`src/rtl/mlp_layer_sequencer_fp.sv`:
```
// Layer sequencer: time-multiplexes one Q8.8 MAC neuron across the
// NUM_NEURONS outputs of a fully-connected layer.
// Ports:
//   in_valid/in_ready/in_act      activation vector handshake
//   wmem_rd_en/wmem_addr          weight memory read (data 1 cycle later)
//   wmem_w_row/wmem_bias          weight row and bias for wmem_addr
//   mac_valid_in/mac_a/w/bias     start pulse and operands to the MAC
//   mac_valid_out/mac_result      MAC result pulse
//   out_valid/out_ready/out_act   output vector handshake
//   busy                          not IDLE
//   err_timeout                   sticky MAC timeout flag
module mlp_layer_sequencer_fp #(
   parameter int INPUT_WIDTH = 3,
   parameter int NUM_NEURONS = 4,
   parameter int DATA_WIDTH  = 16,
   parameter int RELU_EN     = 1,
   parameter int MAC_TIMEOUT = 64
) (
   input  logic                                clk,
   input  logic                                rst_n,
   input  logic                                in_valid,
   output logic                                in_ready,
   input  logic [INPUT_WIDTH*DATA_WIDTH-1:0]   in_act,
   output logic                                wmem_rd_en,
   output logic [((NUM_NEURONS > 1) ? $clog2(NUM_NEURONS) : 1)-1:0] wmem_addr,
   input  logic [INPUT_WIDTH*DATA_WIDTH-1:0]   wmem_w_row,
   input  logic [DATA_WIDTH-1:0]               wmem_bias,
   output logic                                mac_valid_in,
   output logic [INPUT_WIDTH*DATA_WIDTH-1:0]   mac_a,
   output logic [INPUT_WIDTH*DATA_WIDTH-1:0]   mac_w,
   output logic [DATA_WIDTH-1:0]               mac_bias,
   input  logic                                mac_valid_out,
   input  logic [DATA_WIDTH-1:0]               mac_result,
   output logic                                out_valid,
   input  logic                                out_ready,
   output logic [NUM_NEURONS*DATA_WIDTH-1:0]   out_act,
   output logic                                busy,
   output logic                                err_timeout
);

   localparam int AW = (NUM_NEURONS > 1) ? $clog2(NUM_NEURONS) : 1;
   localparam int VW = INPUT_WIDTH * DATA_WIDTH;
   localparam int OW = NUM_NEURONS * DATA_WIDTH;
   localparam int TW = $clog2(MAC_TIMEOUT + 1);

   typedef enum logic [2:0] {
      S_IDLE,
      S_FETCH,
      S_LOAD,
      S_ISSUE,
      S_WAIT,
      S_STORE,
      S_OUTPUT
   } state_t;

   state_t                state_q, state_d;
   logic [AW-1:0]         n_q, n_d;
   logic [TW-1:0]         tmr_q, tmr_d;
   logic                  err_q, err_d;
   logic [VW-1:0]         act_q, act_d;
   logic [VW-1:0]         w_q, w_d;
   logic [DATA_WIDTH-1:0] bias_q, bias_d;
   logic [DATA_WIDTH-1:0] res_q, res_d;
   logic [OW-1:0]         out_q, out_d;
   logic [DATA_WIDTH-1:0] res_relu;

   // Negative results clamp to zero only when ReLU is enabled.
   assign res_relu = ((RELU_EN != 0) && res_q[DATA_WIDTH-1]) ?
                     '0 : res_q;

   always_ff @(posedge clk or negedge rst_n) begin
      if (!rst_n) begin
         state_q <= S_IDLE;
         n_q     <= '0;
         tmr_q   <= '0;
         err_q   <= 1'b0;
         act_q   <= '0;
         w_q     <= '0;
         bias_q  <= '0;
         res_q   <= '0;
         out_q   <= '0;
      end else begin
         state_q <= state_d;
         n_q     <= n_d;
         tmr_q   <= tmr_d;
         err_q   <= err_d;
         act_q   <= act_d;
         w_q     <= w_d;
         bias_q  <= bias_d;
         res_q   <= res_d;
         out_q   <= out_d;
      end
   end

   always_comb begin
      state_d = state_q;
      n_d     = n_q;
      tmr_d   = tmr_q;
      err_d   = err_q;
      act_d   = act_q;
      w_d     = w_q;
      bias_d  = bias_q;
      res_d   = res_q;
      out_d   = out_q;
      unique case (state_q)
         S_IDLE: begin
            if (in_valid) begin
               act_d   = in_act;
               n_d     = '0;
               err_d   = 1'b0;
               state_d = S_FETCH;
            end
         end
         S_FETCH: begin
            state_d = S_LOAD;
         end
         S_LOAD: begin
            w_d     = wmem_w_row;
            bias_d  = wmem_bias;
            state_d = S_ISSUE;
         end
         S_ISSUE: begin
            tmr_d   = '0;
            state_d = S_WAIT;
         end
         S_WAIT: begin
            // A result arriving on the last allowed cycle still wins.
            if (mac_valid_out) begin
               res_d   = mac_result;
               state_d = S_STORE;
            end else if (tmr_q == TW'(MAC_TIMEOUT - 1)) begin
               err_d   = 1'b1;
               state_d = S_IDLE;
            end else begin
               tmr_d = tmr_q + 1'b1;
            end
         end
         S_STORE: begin
            out_d[n_q*DATA_WIDTH +: DATA_WIDTH] = res_relu;
            if (n_q == AW'(NUM_NEURONS - 1)) begin
               state_d = S_OUTPUT;
            end else begin
               n_d     = n_q + 1'b1;
               state_d = S_FETCH;
            end
         end
         S_OUTPUT: begin
            if (out_ready) begin
               state_d = S_IDLE;
            end
         end
         default: begin
            state_d = S_IDLE;
         end
      endcase
   end

   assign in_ready     = (state_q == S_IDLE);
   assign busy         = (state_q != S_IDLE);
   assign wmem_rd_en   = (state_q == S_FETCH);
   assign wmem_addr    = n_q;
   assign mac_valid_in = (state_q == S_ISSUE);
   assign mac_a        = act_q;
   assign mac_w        = w_q;
   assign mac_bias     = bias_q;
   assign out_valid    = (state_q == S_OUTPUT);
   assign out_act      = out_q;
   assign err_timeout  = err_q;

endmodule

```
`config.mk`:
```
export PLATFORM = sky130hd
export DESIGN_NAME = mlp_layer_sequencer_fp
export DESIGN_NICKNAME = d
export VERILOG_FILES = /design/src/rtl/mlp_layer_sequencer_fp.sv
export SDC_FILE = /design/constraint.sdc
export NUM_CORES = 1
export LEC_CHECK = 0
export CAP_MARGIN = 5
export CELL_PAD_IN_SITES_DETAIL_PLACEMENT = 0
export CELL_PAD_IN_SITES_GLOBAL_PLACEMENT = 1
export CORE_MARGIN = 1.5
export CORE_UTILIZATION = 34
export CTS_CLUSTER_DIAMETER = 50
export DETAILED_ROUTE_END_ITERATION = 8
export GPL_TIMING_DRIVEN = 1
export PLACE_DENSITY = 0.84
export SLEW_MARGIN = 20
export SYNTH_ARGS = -nofsm -noshare
export SYNTH_HDL_FRONTEND = slang
export SYNTH_SLANG_ARGS = --single-unit
```
`constraint.sdc`:
```
create_clock -name clk -period 2.6 [get_ports clk]
set_clock_uncertainty 0.2 [all_clocks]
set_input_delay 0.39 -clock clk [delete_from_list [all_inputs] [get_ports clk]]
set_output_delay 0.39 -clock clk [all_outputs]
set_load 0.02 [all_outputs]
```
==> results.json <==
{
  "required_ns": 2.01,
  "synth_common_cells": "201 x dfrtp_1, 130 x mux2_2, 69 x nand2_1",
  "ir_drop_v": 0.000461,
  "diodes": 0,
  "fin_ws_ns": 0.0718,
  "max_slew_margin_pct": 62.4,
  "worstPathArrival_ns": 1.94,
  "slew_violations": 0,
  "outcome": "finished clean",
  "yosys_warnings": 0,
  "globalplace.congestion": 0.838,
  "max_freq_mhz": 396,
  "syn_avg_cell_area_sq_um": 13.9,
  "core_sq_mm": 0.0228,
  "clk_latency_ns": 0.51,
  "nFillCells": 1908,
  "hpwl_mm": 16.2,
  "worstPathMaxFanout": 17,
  "grt_max_degree": 65,
  "synth_cells": 569,
  "yosys.area.top_type": "dfrtp_1",
  "min_period_over_period_pct": 97.2,
  "place.port_buffers": 312,
  "dieHeight_microns": 156,
  "syn_to_final_growth_pct": 55.6,
  "min_period_ns": 2.53,
  "routed_wl_mm": 21.8,
  "viasPerCell": 4.63,
  "grt_antenna_before_repair": 0,
  "dp_slack_ns": 0.291,
  "cts_root_buf": "clkbuf_16",
  "clk_pin_slew_worst_paths_ns": 0.06,
  "worst_slew_pin_slew_ns": 0.562,
  "yosys.area.top_type_share_pct": 63.4,
  "ys_top_cells_by_area": "dfrtp_1 63%, mux2_2 18%, a22o_1 3.5%, nand2_1 3.3%, o21ai_0 2.0%",
  "max_cap_viol_count": 0,
  "rows": 55,
  "hold_ws_ns": 0.172,
  "start_util_pct": 34.8,
  "critPathLaunchType": "register",
  "drive_above_1_share_pct": 22.5,
  "async_flop_share_pct": 100,
  "yosysMostFrequentCell": "dfrtp_1",
  "synth-edff-count": 0,
  "crit_type": "register to output pin",
  "r2r.worst_path.cells": 5,
  "hold_class": "input pin to async pin",
  "nets": 1037,
  "drcViolationCount": 0,
  "grt_pass1_wl_mm": 32.5,
  "p_leak_nw": 5.18,
  "synth_ff_type": "dfrtp_1",
  "vias": 5678,
  "synth-seq-area-share_pct": 63.4,
  "ys_ff_latch": 201,
  "numCtsBuffers": 26,
  "clockBufferDepth": 3,
  "grt.total_usage_pct": 17.3,
  "globalRouteOverflowTotal": 0,
  "drtIter0Drc": 234,
  "cts_tree": "yes",
  "synthDistinctLibCells": 41,
  "grt_pass1_vias": 5623,
  "hold_viol": 0,
  "p_per_area_mw_per_mm2": 1220,
  "synth_area_sq_mm": 0.00793,
  "fin_tns_setup_ns": 0,
  "numClockSinks": 201,
  "dr.pass1.iters": 7,
  "setup_viol_count_final": 0,
  "h-tree-depth": 1,
  "rsz0062_at_grt": "false",
  "die_w_microns": 156,
  "wl_per_cell_microns": 17.8,
  "post-cts-setup-buffers": 0,
  "die_area_sq_mm": 0.0243,
  "io_pins": 317,
  "endpoint_kind": "output pin",
  "ant_nets": 0,
  "final_util_pct": 54.2
}
## path summary, 6_finish.rpt
check                             start      endpoint  slack, ns
max in group asynchronous         rst_n      mac_w[5]       1.25
setup reg to reg           wmem_addr[1]   out_act[17]       0.43
hold reg to reg             out_act[54]   out_act[54]       0.28
hold / removal                    rst_n     mac_a[26]       0.17
setup / recovery             state_q[0]  mac_valid_in       0.07
min in group clk            out_act[54]   out_act[54]       0.28
## layout by cell type, fill, tap and decap left out, types with 3 or more instances in the layout
cell | Yosys | layout
nand2_1 | 69 | 69
buf_4 | 6 | 12
ha_1 | 7 | 7
dfrtp_2 | 0 | 3
clkbuf_16 | 0 | 27
inv_1 | 5 | 5
buf_12 | 0 | 6
conb_1 | 1 | 4
clkinv_2 | 0 | 5
nor3b_1 | 4 | 3
clkbuf_1 | 8 | 4
dfrtp_1 | 201 | 198
nor3_1 | 3 | 3
clkbuf_8 | 0 | 3
o21ai_0 | 31 | 31
nor2_1 | 11 | 11
a22o_1 | 32 | 32
o211ai_1 | 3 | 3
mux2_2 | 130 | 130
clkdlybuf4s50_1 | 0 | 308
a21oi_1 | 5 | 5
## metal layers
layer / GRT usage [%] / wire [microns]
met3: 3.78 / 1380
met4: 4.54 / 464
met2: 29.9 / 10800
met5: 0 / 0
met1: 22.0 / 9160
## cell families (layout without fill, tap and decap cells)
logic type                 Yosys count  count (layout)  share of synthesized area [%]
DFF                                201             201                           63.4
and+or+nand+nor                    107             107                           6.80
muxes                              131             131                           18.6
xor gates and xnor gates             1               1                          0.110
adders and majority gates            7               7                           1.10
other                                1               4                         0.0473
AOI/OAI and AO/OA                   82              82                           7.10
buffers and inverters               39             381                           2.84
## power breakdown
group | switching, mW | internal (mW)
clock | 1.34 | 2.15
sequential | 0.828 | 4.34
combinational | 3.01 | 3.41
## sequential cells by signal, summed over array words and instances (netlist names)
register     flops
err_timeout      1
out_act         60
mac_a           48
res_q           16
state_q          3
mac_bias        16
mac_w           48
tmr_q            7
wmem_addr        2
## stage by stage
stage	power, mW	cells	instance area [sq um]
2_1_floorplan	8.58	572	7940
3_3_place_gp	11.6	1181	11500
4_1_cts	15.3	1227	12300
5_1_grt	15.9	1227	12300
6_report	15.1	1227	12300
3_5_place_dp	11.7	1181	11500
## repair_timing
item                                    in CTS  in global routing
hold buffers                                 1                  0
resized for setup                            5                  1
endpoints found under the hold margin       93                  0
endpoints found under the setup margin       5                  1
## worst max-delay path: stages (launching register included)
cell             delay [ns]
dfrtp_2                0.54
and3b_1                0.23
clkdlybuf4s50_1        0.65
## cell type report
type	instances	area, sq um	area share [%]
Clock inverter	12	126	1.02
Inverter	5	18.8	0.152
Timing Repair Buffer	331	3350	27.1
Tap cell	313	392	3.17
Sequential cell	201	5030	40.8
Clock buffer	33	718	5.82
Multi-Input combinational cell	332	2710	21.9
Note: power is estimated with default switching activity, not from simulation.
